**src/rtl/pipeline_hazard_ctrl.sv**
```systemverilog
// -----------------------------------------------------------------------------
// pipeline_hazard_ctrl
//
// Pipeline control for the 5-stage RISC-V core. It handles the hazards that the
// forwarding unit cannot resolve:
//   - load-use stalls (one bubble into EX),
//   - taken-branch flushes (IF/ID and ID/EX squashed),
//   - data-memory wait states (whole pipe frozen), guarded by a watchdog that
//     parks the block in a sticky error state after MEM_TIMEOUT waits.
//
// Optional feature: define HAZ_PERF_CNT_EN to build the three 32-bit
// performance counters. Without it the counter ports read constant 0.
//
// Parameters:
//   MEM_TIMEOUT     max consecutive memory-wait cycles before error (2..255)
//
// Ports:
//   clk, reset      core clock, synchronous active-high reset
//   if_id_rs1/rs2   source registers of the instruction in ID
//   if_id_use_rs1/2 ID instruction actually reads that source
//   id_ex_rd        destination of the instruction in EX
//   id_ex_memread   EX instruction is a load
//   ex_branch_taken branch/jump resolved taken in EX
//   mem_req         MEM stage accesses data memory
//   mem_ready       data memory completes the access this cycle
//   pc_write, if_id_write, id_ex_write, ex_mem_write   register load enables
//   if_id_flush     IF/ID cleared to NOP at the next edge
//   id_ex_bubble    ID/EX loads zero control signals
//   mem_wb_bubble   MEM/WB loads a NOP
//   mem_err         sticky watchdog error
//   stall_cnt, freeze_cnt, flush_cnt   performance counters (wrap at 2^32)
// -----------------------------------------------------------------------------
module pipeline_hazard_ctrl #(
    parameter int unsigned MEM_TIMEOUT = 16
) (
    input  logic        clk,
    input  logic        reset,
    input  logic [4:0]  if_id_rs1,
    input  logic [4:0]  if_id_rs2,
    input  logic        if_id_use_rs1,
    input  logic        if_id_use_rs2,
    input  logic [4:0]  id_ex_rd,
    input  logic        id_ex_memread,
    input  logic        ex_branch_taken,
    input  logic        mem_req,
    input  logic        mem_ready,
    output logic        pc_write,
    output logic        if_id_write,
    output logic        if_id_flush,
    output logic        id_ex_write,
    output logic        id_ex_bubble,
    output logic        ex_mem_write,
    output logic        mem_wb_bubble,
    output logic        mem_err,
    output logic [31:0] stall_cnt,
    output logic [31:0] freeze_cnt,
    output logic [31:0] flush_cnt
);

    typedef enum logic [1:0] {
        RUN    = 2'd0,
        FREEZE = 2'd1,
        ERR    = 2'd2
    } state_t;

    // Value of wait_cnt during the MEM_TIMEOUT-th consecutive wait cycle.
    localparam logic [7:0] WAIT_LAST = 8'(MEM_TIMEOUT - 1);

    state_t     state_q, state_d;
    logic [7:0] wait_cnt_q, wait_cnt_d;
    logic       mem_err_q, mem_err_d;

    logic wait_now;
    logic load_use;

    assign wait_now = mem_req & ~mem_ready;
    assign load_use = id_ex_memread & (id_ex_rd != 5'd0) &
                      ((if_id_use_rs1 & (id_ex_rd == if_id_rs1)) |
                       (if_id_use_rs2 & (id_ex_rd == if_id_rs2)));

    // Sticky error is masked while reset is held so the core sees a clean
    // reset state before the clearing edge.
    assign mem_err = mem_err_q & ~reset;

    // Next-state and control outputs.
    // NOTE: every signal written here gets a default first; a path that leaves
    // one unassigned would infer a latch.
    always_comb begin
        state_d       = state_q;
        wait_cnt_d    = wait_cnt_q;
        mem_err_d     = mem_err_q;
        pc_write      = 1'b1;
        if_id_write   = 1'b1;
        if_id_flush   = 1'b0;
        id_ex_write   = 1'b1;
        id_ex_bubble  = 1'b0;
        ex_mem_write  = 1'b1;
        mem_wb_bubble = 1'b0;

        if (reset) begin
            // Registers keep loading, but every stage is forced to a NOP.
            if_id_flush   = 1'b1;
            id_ex_bubble  = 1'b1;
            mem_wb_bubble = 1'b1;
        end else if (state_q == ERR) begin
            // Parked until reset; all inputs ignored.
            pc_write      = 1'b0;
            if_id_write   = 1'b0;
            id_ex_write   = 1'b0;
            ex_mem_write  = 1'b0;
            mem_wb_bubble = 1'b1;
        end else if (wait_now) begin
            pc_write      = 1'b0;
            if_id_write   = 1'b0;
            id_ex_write   = 1'b0;
            ex_mem_write  = 1'b0;
            mem_wb_bubble = 1'b1;
            if (state_q == RUN) begin
                state_d    = FREEZE;
                wait_cnt_d = 8'd1;
            end else if (wait_cnt_q == WAIT_LAST) begin
                state_d   = ERR;
                mem_err_d = 1'b1;
            end else begin
                wait_cnt_d = wait_cnt_q + 8'd1;
            end
        end else begin
            // Release cycle of a freeze already follows the lower priorities;
            // a branch held in EX during the freeze flushes here.
            state_d    = RUN;
            wait_cnt_d = 8'd0;
            if (ex_branch_taken) begin
                if_id_flush  = 1'b1;
                id_ex_bubble = 1'b1;
            end else if (load_use) begin
                pc_write     = 1'b0;
                if_id_write  = 1'b0;
                id_ex_bubble = 1'b1;
            end
        end
    end

    // NOTE: reset is synchronous here, so it sits inside the clocked branch
    // rather than in the sensitivity list; state uses non-blocking updates.
    always_ff @(posedge clk) begin
        if (reset) begin
            state_q    <= RUN;
            wait_cnt_q <= 8'd0;
            mem_err_q  <= 1'b0;
        end else begin
            state_q    <= state_d;
            wait_cnt_q <= wait_cnt_d;
            mem_err_q  <= mem_err_d;
        end
    end

`ifdef HAZ_PERF_CNT_EN
    logic        active;
    logic        stall_inc, freeze_inc, flush_inc;
    logic [31:0] stall_cnt_q, freeze_cnt_q, flush_cnt_q;

    // Which priority applied this cycle; ERR cycles are never counted.
    assign active     = ~reset & (state_q != ERR);
    assign freeze_inc = active & wait_now;
    assign flush_inc  = active & ~wait_now & ex_branch_taken;
    assign stall_inc  = active & ~wait_now & ~ex_branch_taken & load_use;

    always_ff @(posedge clk) begin
        if (reset) begin
            stall_cnt_q  <= 32'd0;
            freeze_cnt_q <= 32'd0;
            flush_cnt_q  <= 32'd0;
        end else begin
            if (stall_inc)  stall_cnt_q  <= stall_cnt_q + 32'd1;
            if (freeze_inc) freeze_cnt_q <= freeze_cnt_q + 32'd1;
            if (flush_inc)  flush_cnt_q  <= flush_cnt_q + 32'd1;
        end
    end

    assign stall_cnt  = stall_cnt_q;
    assign freeze_cnt = freeze_cnt_q;
    assign flush_cnt  = flush_cnt_q;
`else
    assign stall_cnt  = 32'd0;
    assign freeze_cnt = 32'd0;
    assign flush_cnt  = 32'd0;
`endif

endmodule

```
**config.mk**
```make
export PLATFORM = sky130hd
export DESIGN_NAME = pipeline_hazard_ctrl
export DESIGN_NICKNAME = d
export VERILOG_FILES = /design/src/rtl/pipeline_hazard_ctrl.sv
export SDC_FILE = /design/constraint.sdc
export NUM_CORES = 1
export LEC_CHECK = 0
export BUFFER_PORTS_ARGS = -buffer_cell sky130_fd_sc_hd__buf_2
export CORE_ASPECT_RATIO = 1.75
export CORE_UTILIZATION = 42
export DETAILED_ROUTE_END_ITERATION = 8
export GPL_ROUTABILITY_DRIVEN = 0
export PLACE_DENSITY = 0.88
export SYNTH_ARGS = -nofsm -noshare
export SYNTH_HDL_FRONTEND = slang
export SYNTH_SLANG_ARGS = --single-unit
```
**constraint.sdc**
```tcl
create_clock -name clk -period 5.5 [get_ports clk]
set_clock_uncertainty 0.1 [all_clocks]
set_input_delay 0.275 -clock clk [delete_from_list [all_inputs] [get_ports clk]]
set_output_delay 0.275 -clock clk [all_outputs]
set_load 0.1 [all_outputs]
```
* After elaboration in Yosys (flattened, before gate mapping)
Cells that the tools add are included.
Word-level totals: bits of input ports 23, flip-flop bits (word level) 11, output and inout bits 104
Operators by class: eq/ne operators 6, multiplexer cells 26, add/sub/neg operators 1, reduce and logical (&&, ||, !) cells 5, bitwise operators 11
Operator list (number):
- 2-to-1 mux 8 bit | 3
- 2-to-1 mux 1 bit | 20
- == test 5 bit | 2
- adder 8 x 1 -> 8 bit (second input constant) | 1
- == test 8 x 4 -> 1 bit (second input constant) | 1
- bitwise AND 1 bit | 6
- 2-to-1 mux 2 bit | 3
- nonzero test 5 bit | 1
- inverter 1 bit | 4
- AND reduction 2 bit | 2
- AND reduction 4 bit | 1
- inequality test 3 x 1 -> 1 bit (second input constant) | 1
- inequality test 3 bit (second input constant) | 1
- == test 2 bit (second input constant) | 1
- zero test 2 bit | 1
- bitwise OR 1 bit | 1

* Logic depth before layout (Yosys ltp)
Gate-level depths: netlist of the first run.
word-level depth 9, depth in mapped cells 6, gate-level depth less buffers 5

* Least setup slack after synthesis of the first run
OpenSTA, ideal clock, no wires.
kind input -> output, start input port id_ex_rd[4], end output port id_ex_bubble, buffers on the path 0, required time 5.125 ns, stages on the path 4, path slack 1.187 ns, arrival time 3.938 ns, cell sequence xor2_1 > nor4_1 > a32oi_1 > o41ai_1
Between the ends: cells in the longest elaborated chain, start to end 9, elaborated cells on any way between the ends 13, classes of those cells eq/ne (2); mux (5); bitwise (5); reduce/logical (1)
Ends and longest elaborated chain:
- from (decl) | line 42 | input logic [4:0] id_ex_rd,
- == test 5 bit, on equally long branches | line 78, 79
- bitwise AND 1 bit, on equally long branches | line 78, 79
- bitwise OR 1 bit | line 78 | ((if_id_use_rs1 & (id_ex_rd == if_id_rs1)) |
- bitwise AND 1 bit * | line 77 | assign load_use = id_ex_memread & (id_ex_rd != 5'd0) &
- 2-to-1 mux 1 bit * | line 135 | end else if (load_use) begin
- 2-to-1 mux 1 bit * | line 132 | if (ex_branch_taken) begin
- 2-to-1 mux 1 bit * | line 112 | end else if (wait_now) begin
- 2-to-1 mux 1 bit * | line 105 | end else if (state_q == ERR) begin
- 2-to-1 mux 1 bit * | line 100 | if (reset) begin
- to (decl) | line 51 | output logic id_ex_bubble,
Mark *: on every way between the ends. The rest lies on a longest branch, timed or not.

* Final worst setup path of the first run
start input port id_ex_rd[1], end output port if_id_write
Between the ends: cells in the longest elaborated chain, start to end 9, elaborated cells on any way between the ends 13, classes of those cells eq/ne (2); mux (5); bitwise (5); reduce/logical (1)
Ends and longest elaborated chain:
- == test 5 bit, on equally long branches | line 78, 79
- bitwise AND 1 bit, on equally long branches | line 78, 79
- bitwise OR 1 bit | line 78
- bitwise AND 1 bit * | line 77
- 2-to-1 mux 1 bit * | line 135
- 2-to-1 mux 1 bit * | line 132
- 2-to-1 mux 1 bit * | line 112
- 2-to-1 mux 1 bit * | line 105
- 2-to-1 mux 1 bit * | line 100
- to (decl) | line 48 | output logic if_id_write,
Marked as above.

==> qor.csv, run 1 <==
stage,metric,value,unit
global_route,largest net degree at the start of global routing,13,
finish,area of the multi-input gates,883,sq um
sta,setup TNS,0,ns
power_and_ir_drop,Leak Pwr,0.682,nW
place,dpl hpwl,2.13,mm
finish,Final Cell Area,1360,sq um
finish,antenna fix cells,0,
finish,register area,220,sq um
logic_synthesis,Synth async-reset ratio,0,
logic_synthesis,Yosys Warn Count,0,
logic_synthesis,top_reg_cell synth,dfxtp_1,
logic_synthesis,post-synthesis cell count,191,
critical_path,CP Capture Type,output pin,
die,Die Width,47.3,microns
worst_hold_path,hold path endpoint,wait_cnt_q[0],
sta,fmax,456,MHz
sta,worst hold margin,0.247,ns
drt,DRT antenna net count,0,
global_route,first-pass GRT wire length,3.82,mm
clock_tree,H-Tree Depth,1,
clock_tree,Worst-Skew Late Latency,0.24,ns
critical_path,worst path bufs/invs,2,
finish,Area Growth Syn to Fin,-9.78,%
drt,drt drc,0,
logic_synthesis,share of the synthesized area in the top cell type,0.487,
critical_path,critical path class,in -> out,
critical_path,"Max FO, Critical Path",3,
sta,max-slew violations,0,
drt,DR pass1 iterations,4,
logic_synthesis,"Seq/Total Area, Yosys",0.146,
finish,"commonest cells after routing, fill and taps aside","conb_1, buf_2, xor2_1, dfxtp_1, nor2_1",
critical_path,critical path's most frequent cell,buf_2,
logic_synthesis,top post-synthesis cells by area,"buf_4, dfxtp_1, xor2_1, nor2_1, a21oi_1",
finish,Final Core Density,0.401,
clock_tree,Clock Sinks,11,
drt,Iteration-0 DRC Markers,14,
critical_path,Worst EP arrival,1.82,ns
critical_path,Crit-path slowest cell,or4_1,
sta,final cycle utilization of the critical path,0.399,
drt,routed wire length,2.51,mm
global_route,initial antenna violation count,0,
critical_path,RR Endpoint,wait_cnt_q[0],
worst_hold_path,hold path start,reset,
run,max cap viols,0,
finish,Final Instance Count excl. Fillers,264,
clock_tree,CTS Hold Bufs,0,
clock_tree,CTS root buf,clkbuf_8,
critical_path,"reg-to-reg slack, setup",3.60,ns
finish,Final nets,244,
logic_synthesis,"Cell Area, Synth",1510,sq um
logic_synthesis,Synth area leader,buf_4,
place,placed cell count,260,
sta,Final min period,2.20,ns
die,num ports,127,
worst_hold_path,worst hold path type,in -> reg,
sta,RSZ-0062 raised after global routing,no,
critical_path,"delay-heaviest family, CP",buffers and inverters,
global_route,All-Layer GR Usage,0.142,
clock_tree,CTS buffer count,3,
logic_synthesis,synth unique cells,39,
critical_path,crit path launch type,input port,
critical_path,r2r startpoint,wait_cnt_q[0],
die,total core area,3400,sq um
power_and_ir_drop,worst vdd ir,0.230,mV
sta,Final Hold Vio Count,0,
logic_synthesis,Synth Register Bits,11,
clock_tree,clock-pin slew of the registers on the worst-case setup and hold paths,0.05,ns
clock_tree,CTS resizes,0,
critical_path,R2R depth,5,
sta,Setup-failing EPs final,0,
critical_path,crit-path cells,buf_2 > or4_1 > o21ai_0 > o41a_1 > buf_2,
finish,filler cell count,359,
critical_path,WP data required,5.12,ns
run_status,status,finished clean,
place,dpl cell area,1320,sq um
finish,"commonest non-fill, non-tap cell in the layout",conb_1,
clock_tree,CTS tree,built,
drt,Vias/cell,4.26,
place,Buffers on Ports,30,
drt,via count,1124,
die,Die ar.,3850,sq um
die,Vert. Die Dim,81.3,microns
critical_path,"slowest stage delay, CP",0.51,ns
global_route,GR Overflow Total,0,
clock_tree,Clock Path Buffers,2,
power_and_ir_drop,Power Density,365,nW/um^2
global_route,vias in the first global route,927,
die,Initial Utilization,0.444,
drt,Routed wire per std cell,9.51,microns
logic_synthesis,syn avg cell area,7.91,sq um
finish,share of layout cells above drive strength 1,0.174,
clock_tree,postcts setup bufs,0,
worst_hold_path,Worst Hold Path Cells,2,
logic_synthesis,number of synthesized flops with an enable pin,0,
die,Rows,28,
-- Yosys cell counts, drive strengths merged, types with 2 or more instances --
library cell	count
nand2b	3
nor2	10
nor2b	3
or3	3
nor4	2
nand4	2
nand2	3
dfxtp	11
buf	100
xnor2	2
nand3	3
inv	2
o21ai	6
and3	2
a21oi	6
xor2	11
or4	4
a21o	2
-- per-stage QoR --
step,setup slack (ns),total power [mW]
final,3.30,0.497
after global routing,3.12,0.513
after CTS,3.29,0.497
after detailed placement,3.29,0.415
after global placement,3.29,0.414
after floorplan,1.19,0.453
-- flip-flops by register name, indices dropped and copies added, names as in the netlist --
name and flops:
wait_cnt_q 8, state_q 2, mem_err_q 1
-- logic make-up after synthesis --
logic type,share of synthesized area
simple gates,0.140
fa+ha+maj,0.00828
flops,0.146
other cells,0.00248
compound gates,0.123
buf+inv,0.505
xor+xnor,0.0754
-- layout make-up --
class	instances	area share
Multi-Input combinational cell	172	0.648
Clock buffer	4	0.0331
Tap cell	45	0.0413
Timing Repair Buffer	30	0.110
Sequential cell	11	0.162
Inverter	2	0.00551
-- per-layer routing --
metal	GRT usage	part of all wire
met4	0.103	0.039
met3	0.0356	0.11
met5	0	0
met1	0.105	0.26
met2	0.277	0.59
-- how the worst max path moves through the flow --
stage | start | end | slack (ns) | cells past startpoint
detailed placement | id_ex_rd[1] | pc_write | 3.29 | 5
global route | id_ex_rd[3] | id_ex_bubble | 3.12 | 6
finish | id_ex_rd[1] | if_id_write | 3.30 | 5
CTS | id_ex_rd[1] | if_id_write | 3.29 | 5
global placement | id_ex_rd[3] | id_ex_bubble | 3.29 | 6
floorplan | id_ex_rd[4] | id_ex_bubble | 1.19 | 4
-- where the power goes --
group | leakage (nW) | total, mW | internal [mW] | switching (mW)
clock network | 0.0228 | 0.0830 | 0.0510 | 0.0320
registers | 0.0889 | 0.0818 | 0.0805 | 0.00124
logic | 0.571 | 0.333 | 0.0143 | 0.318
Power figures use the tool's default switching activity.
==> run 2, diff against run 1 <==
--- a/config.mk
+++ b/config.mk
@@ -5,12 +5,13 @@
 export SDC_FILE = /design/constraint.sdc
 export NUM_CORES = 1
 export LEC_CHECK = 0
+export ABC_AREA = 1
 export BUFFER_PORTS_ARGS = -buffer_cell sky130_fd_sc_hd__buf_2
 export CORE_ASPECT_RATIO = 1.75
-export CORE_UTILIZATION = 42
+export CORE_UTILIZATION = 37
 export DETAILED_ROUTE_END_ITERATION = 8
 export GPL_ROUTABILITY_DRIVEN = 0
-export PLACE_DENSITY = 0.88
+export PLACE_DENSITY = 0.8
 export SYNTH_ARGS = -nofsm -noshare
 export SYNTH_HDL_FRONTEND = slang
 export SYNTH_SLANG_ARGS = --single-unit
==> constraint.sdc (replaced) <==
create_clock -name clk -period 1.8 [get_ports clk]
set_clock_uncertainty 0.1 [all_clocks]
set_input_delay 0.09 -clock clk [delete_from_list [all_inputs] [get_ports clk]]
set_output_delay 0.09 -clock clk [all_outputs]
set_load 0.1 [all_outputs]
==> run 2 against run 1 <==
  * Clock power rose to 3.1 times the previous value
  * Register-to-register slack got worse by 3.3 ns
  * First-iteration DRC count rose by 130%
  * Critical path depth rose by 2
  * Area after synthesis rose by 8.9%
  * Highest routed layer unchanged
  * Critical endpoint is now pc_write
  * Sequential power rose to 3.0 times the previous value
  * Cell count rose by 31%
  * Die area rose by 23%
  * Cell area rose by 21%
  * Sequential share of layout area fell by 2.8 points
  * Global-route usage fell by 2.9 points
  * Via count rose by 18%
==> qor.csv, run 2 <==
stage,metric,value,unit
run_status,status,finished clean,
clock_tree,H-Tree Depth,1,
power_and_ir_drop,Power Density,953,nW/um^2
drt,Vias/cell,3.81,
logic_synthesis,number of synthesized flops with an enable pin,0,
finish,most flop-heavy register,wait_cnt_q,
logic_synthesis,Yosys Warn Count,0,
sta,Final min period,1.74,ns
logic_synthesis,combinational family with the most area after synthesis,buffers and inverters,
sta,Final Hold Vio Count,0,
global_route,vias in the first global route,1037,
critical_path,"Max FO, Critical Path",8,
clock_tree,Clock Path Buffers,2,
critical_path,WP data required,1.61,ns
sta,setup ws final,0.0583,ns
power_and_ir_drop,Leak Pwr,1.02,nW
clock_tree,Clock Sinks,11,
logic_synthesis,Synth Area in XOR/XNOR,0,
logic_synthesis,top_reg_cell synth,dfxtp_1,
logic_synthesis,top-count cell post-synth,buf_4,
global_route,first-pass GRT wire length,4.08,mm
logic_synthesis,Synth Register Bits,11,
clock_tree,CTS buffer count,3,
die,Vert. Die Dim,90.2,microns
place,dpl cell area,1580,sq um
finish,max reg flops,8,
logic_synthesis,share of the synthesized area in the top cell type,0.447,
place,Buffers on Ports,30,
critical_path,CP Capture Type,output pin,
finish,"commonest cells after routing, fill and taps aside","conb_1, nand2_1, inv_1",
finish,filler cell count,448,
finish,"commonest non-fill, non-tap cell in the layout",conb_1,
sta,fmax,574,MHz
die,Initial Utilization,0.392,
logic_synthesis,post-synthesis mux area share,0,
logic_synthesis,syn avg cell area,6.20,sq um
sta,max-slew violations,0,
finish,Final Core Density,0.395,
sta,Setup-failing EPs final,0,
die,total core area,4190,sq um
clock_tree,CTS root buf,clkbuf_8,
finish,biggest regs,"wait_cnt_q: 8 flops, state_q: 2 flops, mem_err_q: 1 flops",
finish,area of the multi-input gates,955,sq um
finish,share of layout cells above drive strength 1,0.164,
logic_synthesis,Synth Area in Compound Gates,0.0365,
global_route,GR Overflow Total,0,
finish,antenna fix cells,0,
drt,Routed wire per std cell,7.57,microns
critical_path,critical path class,reg -> out,
logic_synthesis,"Cell Area, Synth",1640,sq um
power_and_ir_drop,Tot Pwr,1.57,mW
die,Die Width,52.4,microns
drt,via count,1323,
global_route,All-Layer GR Usage,0.113,
global_route,initial antenna violation count,0,
finish,Final Cell Area,1650,sq um
die,Die ar.,4720,sq um
logic_synthesis,post-synthesis cell count,265,
logic_synthesis,Synth async-reset ratio,0,
power_and_ir_drop,worst vdd ir,0.583,mV
drt,Iteration-0 DRC Markers,32,
logic_synthesis,top post-synthesis cells by area,"buf_4, nand2_1, dfxtp_1, inv_1, nor2_1",
clock_tree,clock-pin slew of the registers on the worst-case setup and hold paths,0.05,ns
worst_hold_path,worst hold path type,in -> reg,
drt,routed wire length,2.63,mm
sta,worst hold margin,0.0178,ns
global_route,largest net degree at the start of global routing,9,
logic_synthesis,"Seq/Total Area, Yosys",0.134,
die,num ports,127,
logic_synthesis,Post-synth top cells,"buf_4, nand2_1, inv_1, nor2_1",
drt,DR pass1 iterations,4,
critical_path,Worst EP arrival,1.55,ns
critical_path,crit path launch type,flop,
sta,final cycle utilization of the critical path,0.968,
logic_synthesis,adder-cell share of the synthesized area,0.00761,
die,Rows,31,
drt,DRT antenna net count,0,
finish,register area,220,sq um
finish,Area Growth Syn to Fin,0.533,%
logic_synthesis,Synth area leader,buf_4,
finish,Final nets,323,
place,dpl hpwl,2.27,mm
logic_synthesis,Synth Area in Simple Gates,0.296,
run,max cap viols,0,
drt,drt drc,0,
clock_tree,CTS tree,built,
logic_synthesis,synth unique cells,22,
clock_tree,Worst-Skew Late Latency,0.25,ns
place,dpl ws,0.287,ns
## run 2: cell count changes after synthesis, sizes merged, moves of 4 or more
cell	previous run	this run
nand2	3	64
inv	2	32
nor2	10	28
xor2	11	0
nand3	3	12
or4	4	0
## run 2: final cells by class
class,instances,area share
Inverter,32,0.0780
Multi-Input combinational cell,219,0.578
Clock buffer,4,0.0273
Sequential cell,11,0.133
Timing Repair Buffer,32,0.147
Tap cell,49,0.0371
## run 2: final timing paths
| path | from | end | slack, ns | cells past startpoint |
|---|---|---|---|---|
| worst max-delay path | state_q[0] | pc_write | 0.06 | 7 |
| worst min-delay path | mem_req | state_q[0] | 0.02 | 3 |
| worst max register to register | wait_cnt_q[0] | wait_cnt_q[2] | 0.26 | 7 |
| worst min register to register | state_q[0] | state_q[0] | 0.35 | 1 |
## run 2: cell families (layout without fill, tap and decap cells)
group / Yosys count / in the layout
buffers and inverters: 130 / 68
flip-flops: 11 / 11
AND/OR/NAND/NOR: 110 / 110
adder cells (fa/ha/maj): 1 / 1
other: 1 / 96
AO/OA/AOI/OAI: 12 / 12
## run 2: what timing repair did
item,CTS,global route
setup endpoints to repair,0,5
endpoints found under the hold margin,1,0
resized for setup,0,2
buffers inserted,0,1
hold buffers,1,0
## run 2: metrics by stage
| step | setup TNS (ns) | instances |
|---|---|---|
| final | 0 | 347 |
| after global routing | -0.0148 | 347 |
| after CTS | 0 | 346 |
| after detailed placement | 0 | 341 |
| after global placement | 0 | 341 |
| after floorplan | 0 | 360 |
## run 2: layer usage
layer  up-vias  global-route usage  share of wire
li1        674                   -              -
met1       549               0.108           0.32
met2        93               0.212           0.54
met3         7              0.0186           0.10
met4         0              0.0592          0.027
met5         -                   0              0
## run 2: critical path, cell delays in order, from the launching register on
cell and delay [ns]:
dfxtp_1 0.31, inv_1 0.16, nand2_4 0.13, nand2_1 0.20, inv_1 0.11, nand2_1 0.13, nand2_4 0.08, buf_12 0.18
## run 2: power by group
part | total (mW) | internal, mW | leakage (nW) | switching, mW
clock | 0.260 | 0.156 | 0.0228 | 0.104
sequential | 0.247 | 0.246 | 0.0889 | 0.00164
combinational | 1.07 | 0.0697 | 0.913 | 0.997
total | 1.57 | 0.472 | 1.02 | 1.10
